<file path="config.mk">
export PLATFORM = sky130hd
export DESIGN_NAME = picomips_io_ctrl_flat
export DESIGN_NICKNAME = d
export VERILOG_FILES = /design/src/rtl/picomips_io_ctrl_if.sv /design/src/rtl/picomips_io_ctrl.sv /design/src/flat_wrapper.sv
export SDC_FILE = /design/constraint.sdc
export NUM_CORES = 1
export LEC_CHECK = 0
export CAP_MARGIN = 5
export CORE_MARGIN = 2
export CORE_UTILIZATION = 45
export CTS_CLUSTER_DIAMETER = 120
export DETAILED_ROUTE_END_ITERATION = 10
export PLACE_DENSITY_LB_ADDON = 0.05
export SYNTH_ARGS = -nofsm -noshare
export SYNTH_HDL_FRONTEND = slang
export SYNTH_SLANG_ARGS = --single-unit
</file>
<file path="constraint.sdc">
create_clock -name clk -period 1.5 [get_ports clk]
set_input_delay 0.375 -clock clk [delete_from_list [all_inputs] [get_ports clk]]
set_output_delay 0.375 -clock clk [all_outputs]
set_load 0.05 [all_outputs]
</file>
<file path="src/rtl/picomips_io_ctrl_if.sv">
// Core-side handshake bundle of the picoMIPS front-panel controller.
// master: the controller (drives index/start, receives result/done).
// slave:  the picoMIPS core.
interface picomips_io_ctrl_if #(
  parameter int unsigned DATA_W = 8
);
  logic [DATA_W-1:0] core_idx;
  logic              core_start;
  logic [DATA_W-1:0] core_result;
  logic              core_done;

  modport master (
    output core_idx,
    output core_start,
    input  core_result,
    input  core_done
  );

  modport slave (
    input  core_idx,
    input  core_start,
    output core_result,
    output core_done
  );
endinterface

</file>
<file path="src/rtl/picomips_io_ctrl.sv">
// picoMIPS front-panel controller: debounces the start switch, launches the core
// on a rising edge, waits for done (optional timeout) and keeps a result history
// that can be shown on the LEDs.
module picomips_io_ctrl #(
  parameter int unsigned DATA_W    = 8,
  parameter int unsigned DB_CYCLES = 16,
  parameter int unsigned RES_DEPTH = 4,
  parameter int unsigned TIMEOUT   = 1024,
  localparam int unsigned SEL_W    = $clog2(RES_DEPTH)
) (
  input  logic                clk,
  input  logic                reset,
  input  logic [DATA_W-1:0]   sw_data,
  input  logic                sw_go,
  input  logic                hist_show,
  input  logic [SEL_W-1:0]    hist_sel,
  picomips_io_ctrl_if.master  core,
  output logic [DATA_W-1:0]   LED,
  output logic                busy,
  output logic                err,
  output logic                missed
);

  localparam int unsigned DbW   = (DB_CYCLES > 1) ? $clog2(DB_CYCLES + 1) : 1;
  localparam int unsigned CntW  = SEL_W + 1;
  localparam int unsigned WaitW = (TIMEOUT > 1) ? $clog2(TIMEOUT + 1) : 1;

  localparam logic [DbW-1:0]   DbLast   = DbW'(DB_CYCLES - 1);
  localparam logic [WaitW-1:0] WaitLast = (TIMEOUT == 0) ? '0 : WaitW'(TIMEOUT - 1);
  localparam logic [CntW-1:0]  CntFull  = CntW'(RES_DEPTH);

  typedef enum logic [1:0] {StIdle, StLaunch, StWait} state_e;

  logic              go_s1_q, go_s2_q;
  logic [DATA_W-1:0] data_s1_q, data_s2_q;
  logic              go_db_q, go_db_prev_q;
  logic [DbW-1:0]    db_cnt_q;
  logic              go_rise;

  state_e            state_q, state_d;
  logic [WaitW-1:0]  wait_cnt_q;
  logic              done_hit, timeout_hit, launch;
  logic [DATA_W-1:0] idx_q;
  logic              err_q, missed_q;

  logic [DATA_W-1:0] hist_q [RES_DEPTH];
  logic [SEL_W-1:0]  wr_ptr_q, rd_idx;
  logic [CntW-1:0]   count_q;
  logic [DATA_W-1:0] latest_q, led_q, hist_rd;

  // Two-flop synchroniser and debouncer; debounced go resets high so a switch
  // held through reset must be released before it can launch a run.
  always_ff @(posedge clk or negedge reset) begin
    if (!reset) begin
      go_s1_q      <= 1'b0;
      go_s2_q      <= 1'b0;
      data_s1_q    <= '0;
      data_s2_q    <= '0;
      go_db_q      <= 1'b1;
      go_db_prev_q <= 1'b1;
      db_cnt_q     <= '0;
    end else begin
      go_s1_q      <= sw_go;
      go_s2_q      <= go_s1_q;
      data_s1_q    <= sw_data;
      data_s2_q    <= data_s1_q;
      go_db_prev_q <= go_db_q;
      if (go_s2_q == go_db_q) begin
        db_cnt_q <= '0;
      end else if (db_cnt_q == DbLast) begin
        go_db_q  <= go_s2_q;
        db_cnt_q <= '0;
      end else begin
        db_cnt_q <= db_cnt_q + DbW'(1);
      end
    end
  end

  assign go_rise = go_db_q & ~go_db_prev_q;
  assign launch  = (state_q == StIdle) && go_rise;

  // Next-state logic; done takes priority over timeout on the same edge.
  always_comb begin
    state_d     = state_q;
    done_hit    = 1'b0;
    timeout_hit = 1'b0;
    unique case (state_q)
      StIdle:   if (go_rise) state_d = StLaunch;
      StLaunch: state_d = StWait;
      StWait: begin
        if (core.core_done) begin
          done_hit = 1'b1;
          state_d  = StIdle;
        end else if ((TIMEOUT != 0) && (wait_cnt_q == WaitLast)) begin
          timeout_hit = 1'b1;
          state_d     = StIdle;
        end
      end
      default:  state_d = StIdle;
    endcase
  end

  // Run control: state, wait counter, latched index and sticky flags.
  always_ff @(posedge clk or negedge reset) begin
    if (!reset) begin
      state_q    <= StIdle;
      wait_cnt_q <= '0;
      idx_q      <= '0;
      err_q      <= 1'b0;
      missed_q   <= 1'b0;
    end else begin
      state_q    <= state_d;
      wait_cnt_q <= (state_q == StWait) ? wait_cnt_q + WaitW'(1) : '0;
      if (launch) begin
        idx_q    <= data_s2_q;
        err_q    <= 1'b0;
        missed_q <= 1'b0;
      end else if (go_rise) begin
        missed_q <= 1'b1;
      end
      if (timeout_hit) err_q <= 1'b1;
    end
  end

  // Entries older than the number of results captured read as zero.
  always_comb begin
    rd_idx  = wr_ptr_q - SEL_W'(1) - hist_sel;
    hist_rd = ({1'b0, hist_sel} >= count_q) ? '0 : hist_q[rd_idx];
  end

  // Result history, latest result and registered LED mux.
  always_ff @(posedge clk or negedge reset) begin
    if (!reset) begin
      for (int i = 0; i < RES_DEPTH; i++) hist_q[i] <= '0;
      wr_ptr_q <= '0;
      count_q  <= '0;
      latest_q <= '0;
      led_q    <= '0;
    end else begin
      if (done_hit) begin
        hist_q[wr_ptr_q] <= core.core_result;
        wr_ptr_q         <= wr_ptr_q + SEL_W'(1);
        latest_q         <= core.core_result;
        if (count_q != CntFull) count_q <= count_q + CntW'(1);
      end
      led_q <= hist_show ? hist_rd : latest_q;
    end
  end

  assign core.core_idx   = idx_q;
  assign core.core_start = (state_q == StLaunch);
  assign busy            = (state_q != StIdle);
  assign err             = err_q;
  assign missed          = missed_q;
  assign LED             = led_q;

endmodule

</file>
<file path="src/flat_wrapper.sv">
// flat-port wrapper written by rule: the top's interface ports become plain ports
module picomips_io_ctrl_flat 
#(
  parameter int unsigned DATA_W    = 8,
  parameter int unsigned DB_CYCLES = 16,
  parameter int unsigned RES_DEPTH = 4,
  parameter int unsigned TIMEOUT   = 1024,
  localparam int unsigned SEL_W    = $clog2(RES_DEPTH)
)
  (clk, reset, sw_data, sw_go, hist_show, hist_sel, LED, busy, err, missed, core_core_idx, core_core_start, core_core_result, core_core_done);
  picomips_io_ctrl_if #(.DATA_W(DATA_W)) core_i ();
  input  logic clk;
  input  logic reset;
  input  logic [DATA_W-1:0] sw_data;
  input  logic sw_go;
  input  logic hist_show;
  input  logic [SEL_W-1:0] hist_sel;
  output logic [DATA_W-1:0] LED;
  output logic busy;
  output logic err;
  output logic missed;
  output wire logic [$bits(core_i.core_idx)-1:0] core_core_idx;
  output wire logic [$bits(core_i.core_start)-1:0] core_core_start;
  input wire logic [$bits(core_i.core_result)-1:0] core_core_result;
  input wire logic [$bits(core_i.core_done)-1:0] core_core_done;
  assign core_core_idx = core_i.core_idx;
  assign core_core_start = core_i.core_start;
  assign core_i.core_result = core_core_result;
  assign core_i.core_done = core_core_done;
  picomips_io_ctrl #(.DATA_W(DATA_W), .DB_CYCLES(DB_CYCLES), .RES_DEPTH(RES_DEPTH), .TIMEOUT(TIMEOUT)) u_core (.clk(clk), .reset(reset), .sw_data(sw_data), .sw_go(sw_go), .hist_show(hist_show), .hist_sel(hist_sel), .core(core_i), .LED(LED), .busy(busy), .err(err), .missed(missed));
endmodule
</file>
# == Word level (Yosys, flattened, before mapping) ==
# Index checks and enable logic that the tools add are counted.
# totals
reg_bits,101
elab_cells,76
# op_classes
add_sub_neg,6
order_cmp,4
eq_ne,8
n_mux,24
bitwise,5
n_reduce_logical,9
# op_table
operator,count
$mux 8,5
$bwmux 32,1
$bmux 8 s2,1
$demux 8 s2,1
$add 11x1->11 const B,1
$eq 11x10->1 const B,1
$mux 11,1
$mux 5,2
$mux 1,9
$ge 3x3->1 const B,2
$mux 2,3
$not 2->3,2
$pmux 2 s3,1
$reduce_and 2->1,3
$reduce_bool 2->1,3
$add 5x1->5 const B,1
$eq 5x4->1 const B,1
$add 3x1->3 const B,1
$ge 2x3->1,1
$lt 3x1->1 const B,1
$ne 3x2->1 const B,1
$ne 3x3->1 const B,1
$add 2x1->2 const B,1
$eq 2x1->1 const B,1
9 further kinds,11

# == Depth between registers and ports, before layout ==
# Gate-level depths: netlist of run 1.
# logic_depth
word_depth,8
mapped_depth,7

# == Least setup slack after synthesis of run 1 ==
# OpenSTA, ideal clock, no wires.
# synth_path
path_type,register to register
startpoint,register u_core.state_q[0]
endpoint,register u_core.idx_q[1] (netlist: u_core.core.core_idx[1])
setup_time_ns,0.125
arrival_ns,1.564
required_time_ns,1.375
slack_ns,-0.188
path_stages_with_launch,5
synth_period_minus_slack_ns,1.688
cell_sequence,dfrtp_1 or2_1 nor3b_2 buf_4 mux2_2
# synth_via
elab_chain_len,2
# synth_rtl
item,line,text
start: declaration,picomips_io_ctrl.sv:40,"state_e state_q, state_d;"
start signal: assignment,picomips_io_ctrl.sv:106,state_q <= StIdle;
start signal: assignment,picomips_io_ctrl.sv:112,state_q <= state_d;
$logic_not 2->1,picomips_io_ctrl.sv:80,assign launch = (state_q == StIdle) && go_rise;
$logic_and 1x1->1,picomips_io_ctrl.sv:80,
end signal: assignment,picomips_io_ctrl.sv:115,idx_q <= data_s2_q;
end: declaration,picomips_io_ctrl.sv:43,logic [DATA_W-1:0] idx_q;
# No other way between the ends.
# A chain may end at the register's enable or synchronous reset.

# == Final worst setup path of run 1 ==
# layout_path
startpoint,register u_core.state_q[1]
endpoint,output busy
# layout_via
elab_chain_len,1
# layout_rtl
item,line,text
$reduce_bool 2->1,picomips_io_ctrl.sv:152,assign busy = (state_q != StIdle);
end: declaration,flat_wrapper.sv:19,output logic busy;
# No other way between the ends.

==> results of run 1 <==
what timing repair did:
item / in CTS / in global routing
buffers inserted: 3 / 2
hold buffers: 1 / 0
endpoints found under the hold margin: 9 / 0
pin swaps: 3 / 5
endpoints found under the setup margin: 41 / 37
resized for setup: 16 / 23
gates cloned: 1 / 0
area by class of cell:
cell class / instances / area [um^2] / share of cell area (%)
well taps: 108 / 135 / 2.44
multi-input cells: 174 / 1640 / 29.6
flip-flops and latches: 101 / 2530 / 45.7
clock inverters: 7 / 77.6 / 1.40
clock buffers: 9 / 124 / 2.24
inverters: 19 / 71.3 / 1.29
repair buffers: 76 / 958 / 17.3
power by group:
group | leakage [nW] | internal [W] | switching (W)
sequential | 1.28 | 0.00278 | 0.0000323
clock | 0.103 | 0.000661 | 0.00105
combinational | 1.27 | 0.000224 | 0.000219
total | 2.65 | 0.00366 | 0.00130
registers in the layout, indices dropped and copies added (netlist names), 2 cells and up:
register and flops:
u_core.hist_q 32, u_core.wait_cnt_q 11, u_core.LED 8, u_core.core.core_idx 8, u_core.data_s1_q 8, u_core.data_s2_q 8, u_core.latest_q 8, u_core.db_cnt_q 5
u_core.count_q 3, u_core.state_q 2, u_core.wr_ptr_q 2
cells by family (layout without fill, tap and decap cells):
kind of cell	after synthesis	after routing
multiplexers	66	66
XOR/XNOR	9	9
buffers and inverters	27	111
AO/OA/AOI/OAI	36	36
adder cells (fa/ha/maj)	11	11
flip-flops	101	101
AND/OR/NAND/NOR	52	52
routing by layer:
metal / vias to the layer above / routed length (um)
li1: 1206 / -
met1: 1299 / 3750
met2: 39 / 3740
met3: 4 / 295
met4: 0 / 32
met5: - / 0
final timing paths:
check | to | startpoint | slack (ns) | depth (start not counted)
hold / removal | u_core.data_s2_q[7] | u_core.data_s1_q[7] | 0.36 | 0
max in group asynchronous | u_core.core.core_idx[4] | reset | 0.64 | 3
setup / recovery | busy | u_core.state_q[1] | -0.09 | 2
min in group asynchronous | u_core.db_cnt_q[0] | reset | 0.41 | 2
setup reg to reg | u_core.core.core_idx[3] | u_core.state_q[1] | -0.06 | 4
hold reg to reg | u_core.data_s2_q[7] | u_core.data_s1_q[7] | 0.36 | 0
worst reg2reg max path: stages, from the launching register on:
cell and delay [ns]:
dfrtp_1 0.42, or2_4 0.29, nor3b_4 0.22, buf_6 0.20, mux2_2 0.34
synthesized netlist by cell type:
library cell | n | area, um^2
nor2_1 | 11 | 41.3
or4_1 | 2 | 15.0
or2_1 | 1 | 6.26
a21o_1 | 1 | 7.51
clkbuf_4 | 1 | 7.51
and2_1 | 1 | 6.26
a31oi_1 | 1 | 6.26
and3_1 | 1 | 6.26
inv_1 | 19 | 71.3
ha_1 | 11 | 138
nand3_1 | 4 | 20.0
nor2b_1 | 3 | 18.8
nand2_1 | 14 | 52.6
o31ai_1 | 3 | 22.5
or4_4 | 1 | 11.3
nor3b_2 | 1 | 12.5
or3_1 | 3 | 18.8
a21oi_1 | 8 | 40.0
xnor3_2 | 1 | 23.8
nand2b_1 | 2 | 12.5
nand2_2 | 4 | 25.0
dfrtp_1 | 99 | 2480
nand4_1 | 1 | 6.26
o21ai_0 | 13 | 65.1
nand3_2 | 1 | 10.0
nand4_2 | 1 | 12.5
mux2i_1 | 16 | 160
and3b_1 | 1 | 8.76
buf_1 | 1 | 3.75
o22ai_1 | 8 | 50.1
dfstp_2 | 2 | 52.6
o221ai_1 | 1 | 8.76
xnor2_1 | 4 | 35.0
mux2_1 | 8 | 90.1
mux2_2 | 42 | 473
xor2_1 | 4 | 35.0
buf_4 | 2 | 15.0
o32ai_2 | 1 | 16.3
clkbuf_1 | 2 | 7.51
buf_2 | 2 | 10.0
stage by stage:
stage / power [W] / hold WS [ns] / setup slack (ns)
global placement: 0.00326 / 0.252 / -0.515
global route: 0.00516 / 0.373 / -0.123
finish: 0.00496 / 0.361 / -0.0886
CTS: 0.00502 / 0.364 / -0.0979
detailed placement: 0.00326 / 0.254 / -0.553
floorplan: 0.00301 / 0.0794 / -0.0373
==> impl_metrics.csv, run 1 <==
group,metric,value,unit
yosys,synth.net_count,336,
sta,finalSetupViolations,9,
grt,first_global_vias,2553,
detailed_routing,vias,2548,
sta,max_freq,629,MHz
power,ir_worst_vdd,588,uV
sta,setup-tns-final,-0.396,ns
setup_path,crit_arrival,1.21,ns
detailed_routing,post_drt_via_cell_ratio,5.16,
clock_network,ctsHtreeMaxLevel,3,
hold_path,hp-class,"reg2reg",
grt,overflow,0,
yosys,synth_compound_area_share,5.28,%
finish,drive_above_1_share,38.9,%
clock_network,cts_tree,"built",
floorplan,io_pins,43,
power,leakage,2.65,nW
place,gp_congestion,0.722,
sta,min_period_over_period,106,%
status,status,"finished, violations left",
clock_network,clk_pin_slew,0.11,ns
setup_path,crit_path_end_kind,"output port",
finish,nets,415,
clock_network,cts_sinks,101,
setup_path,max_stage_delay,0.42,ns
setup_path,crit_chain,"or2_4 -> buf_8",
floorplan,die_w,99.5,um
floorplan,initial_core_util,46.8,%
detailed_routing,ant_nets,0,
detailed_routing,dr.pass1.iters,4,
place,detailed_place_hpwl,5.12,mm
clock_network,cts-root-buf,"clkbuf_8",
detailed_routing,wl,7.81,mm
floorplan,core_area,0.00876,mm^2
run,max-cap-violations,0,
sta,tightestPinTransition,0.377,ns
setup_path,cp-start-kind,"flop",
grt,gr-usage-met1,23.4,%
setup_path,crit_required,1.12,ns
yosys,synthAdderAreaFrac,3.36,%
sta,setup_ws,-0.0886,ns
setup_path,cp_slowest_cell,"dfrtp_1",
grt,grt_usage,16.9,%
finish,layout_common_cells,"dfrtp_1 (99), mux2_2 (35), buf_4 (26)",
clock_network,clk_latency,0.37,ns
yosys,netlist_area,0.00410,mm^2
yosys,synth_top_family_by_area,"multiplexers",
clock_network,clk_path_buf_depth,2,
setup_path,worstSetupPathType,"reg2out",
detailed_routing,wire_per_inst,15.8,um
grt,grt_max_degree,40,
finish,final_cells,494,
finish,design_area,0.00553,mm^2
setup_path,crit_fanout,3,
yosys,synth_simple_gate_area_share,6.93,%
sta,skew,0.0163,ns
yosys,yosys_warnings,0,
yosys,synth_area_per_cell,13.6,um^2
sta,min_period,1.59,ns
sta,relSlewSlack,74.6,%
finish,insertedDiodeCount,0,
power,p_per_area,896,mW/mm^2
finish,fin_util,63.1,%
status,violations,"setup timing",
finish,fillers,678,
yosys,ys_types,40,
grt,grt_pass1_wl,13.0,mm
grt,antenna_found_initial,0,
yosys,synthMuxAreaShare,17.6,%
yosys,synth-xor-area-share,2.29,%
yosys,syn_inst,302,
detailed_routing,drc,0,
finish,final_common_cell,"dfrtp_1",
sta,slew_viol_final,0,
floorplan,fp.dieH,99.5,um
grt,busiest_layer,"met2",
place,dp_cells,471,
finish,area_growth,34.9,%
setup_path,crit_buf_inv,1,
floorplan,dieArea,0.00989,mm^2
setup_path,crit_family,"flip-flops",
floorplan,rows,34,
sta,rsz0062_at_grt,"yes",
grt,use_met3,4.50,%
place,port_buffers,42,
yosys,synth-seq-area-share,61.7,%
place,placed_area,0.00508,mm^2
clock_network,cts_buffers,9,
sta,hold_violations,0,
detailed_routing,drtIter0Drc,69,
yosys,ys_ff_latch,101,
grt,gr-usage-met2,26.7,%
Power figures use the tool's default switching activity.
==> inputs of run 2 (changes only) <==
Settings changed: PLACE_DENSITY set to 0.68, PLACE_DENSITY_LB_ADDON 0.05 to unset.
==> run 2 against run 1 <==
Against the previous run:
- the run still ends with setup timing left
- cell count down 1.0%
- power is 1.1% lower
- non-clock buffer count fell by 5
- clock power is 2% lower
- utilization shrank 1.2 points
- via count down 1.7%
- sequential share of layout area is 0.92 points higher
- register-to-register slack improved by 0.06 ns
- flip-flop and latch count unchanged
- fmax grew 1.9%
- critical path type unchanged
- critical endpoint unchanged
==> impl_metrics.csv, run 2 (synthesis gave the netlist of run 1 again) <==
group,metric,value,unit
status,status,"finished, violations left",
grt,use_met3,3.09,%
floorplan,fp.dieH,99.5,um
grt,grt_usage,17.4,%
place,dp_cells,468,
clock_network,cts_sinks,101,
grt,grt_pass1_wl,13.2,mm
grt,gr-usage-met1,24.9,%
floorplan,dieArea,0.00989,mm^2
finish,final_common_cell,"dfrtp_1",
grt,overflow,0,
status,violations,"setup timing",
setup_path,crit_path_end_kind,"output port",
setup_path,crit_fanout,3,
clock_network,cts_tree,"built",
grt,antenna_found_initial,0,
setup_path,cp-start-kind,"flop",
sta,slew_viol_final,0,
finish,layout_common_cells,"dfrtp_1 (99), mux2_2 (42), buf_12 (23)",
finish,fillers,692,
detailed_routing,dr.pass1.iters,4,
place,detailed_place_hpwl,5.07,mm
place,placed_area,0.00506,mm^2
grt,gr-usage-met2,26.6,%
sta,tightestPinTransition,0.391,ns
detailed_routing,ant_nets,0,
setup_path,worstSetupPathType,"reg2out",
finish,multi_input_area,0.00159,mm^2
clock_network,clk_path_buf_depth,2,
sta,rsz0062_at_grt,"yes",
floorplan,core_area,0.00876,mm^2
place,gp_congestion,0.747,
power,leakage,2.64,nW
sta,min_period_over_period,104,%
finish,largestRegisters,"u_core.hist_q x32, u_core.wait_cnt_q x11",
sta,relSlewSlack,73.9,%
power,p_per_area,904,mW/mm^2
finish,top_register,"u_core.hist_q",
run,max-cap-violations,0,
floorplan,io_pins,43,
sta,hold_violations,0,
finish,design_area,0.00542,mm^2
grt,busiest_layer,"met2",
finish,insertedDiodeCount,0,
sta,min_period,1.56,ns
sta,skew,0.0144,ns
sta,setup-tns-final,-0.116,ns
finish,drive_above_1_share,37.0,%
detailed_routing,vias,2504,
detailed_routing,drc,0,
sta,setup_ws,-0.0589,ns
clock_network,ctsHtreeMaxLevel,3,
setup_path,crit_required,1.12,ns
floorplan,rows,34,
finish,area_growth,32.3,%
place,port_buffers,42,
grt,first_global_vias,2647,
detailed_routing,post_drt_via_cell_ratio,5.12,
floorplan,die_w,99.5,um
clock_network,clk_latency,0.38,ns
finish,seq_area,0.00253,mm^2
finish,largest_register_ffs,32,
sta,max_freq,641,MHz
clock_network,cts-root-buf,"clkbuf_8",
detailed_routing,wire_per_inst,15.7,um
finish,nets,410,
hold_path,hp-class,"in2async",
grt,grt_max_degree,69,
detailed_routing,drtIter0Drc,60,
setup_path,crit_arrival,1.18,ns
sta,fin_hold_ws,0.322,ns
clock_network,cts_buffers,9,
floorplan,initial_core_util,46.8,%
finish,final_cells,489,
place,dp_slack,-0.495,ns
detailed_routing,wl,7.67,mm
power,ir_worst_vdd,425,uV
sta,finalSetupViolations,4,
clock_network,clk_pin_slew,0.11,ns
run 2: cell count changes in the layout (fill, tap and decap cells not counted), sizes merged:
| cell | before | now |
|---|---|---|
| buf | 54 | 49 |
| clkinv | 4 | 1 |
| clkinvlp | 0 | 1 |
| inv | 22 | 24 |
run 2: cell type report:
cell class,count,share of cell area [%]
flip-flops and latches,101,46.6
multi-input cells,174,29.3
repair buffers,71,16.8
well taps,108,2.49
clock buffers,9,2.28
inverters,19,1.31
clock inverters,7,1.20
run 2: path summary, 6_finish.rpt:
path                                      from                 endpoint  slack (ns)  cells past startpoint
max                          u_core.state_q[1]                     busy       -0.06                      2
min                                      reset        u_core.count_q[0]        0.32                      2
max reg2reg                  u_core.state_q[1]  u_core.core.core_idx[2]           0                      4
min reg2reg                u_core.data_s1_q[2]      u_core.data_s2_q[2]        0.35                      0
max in group asynchronous                reset           u_core.go_db_q        0.57                      3
min in group clk           u_core.data_s1_q[2]      u_core.data_s2_q[2]        0.35                      0
run 2: routing by layer:
metal	routed length, um	vias up
met2	3670	40
li1	-	1200
met4	109	0
met5	0	-
met1	3620	1252
met3	274	12
run 2: stage by stage:
step	utilization, %	power (W)
2_1_floorplan	-	0.00301
6_report	61.9	0.00490
3_3_place_gp	57.7	0.00325
3_5_place_dp	57.7	0.00326
4_1_cts	61.2	0.00495
5_1_grt	61.9	0.00510
run 2: what timing repair did:
item | in CTS | in global routing
cloned | 1 | 0
endpoints found under the setup margin | 19 | 31
pin swaps | 1 | 3
resized for setup | 15 | 13
setup buffers | 3 | 0
hold endpoints to repair | 2 | 0
hold buffers | 1 | 0
run 2: critical path, cell delays in order (launching register included):
cell,delay [ns]
dfrtp_1,0.41
or2_4,0.25
buf_6,0.15
run 2: power breakdown:
| group | internal, W | switching, W |
|---|---|---|
| Sequential | 0.00278 | 0.0000313 |
| Combinational | 0.000211 | 0.000214 |
| Clock | 0.000648 | 0.00102 |
==> inputs of run 3 (changes only) <==
Settings changed: GPL_ROUTABILITY_DRIVEN set to 0.
==> results of run 3 <==
Same layout as run 2: the final DEF is identical, and so are final timing and power.
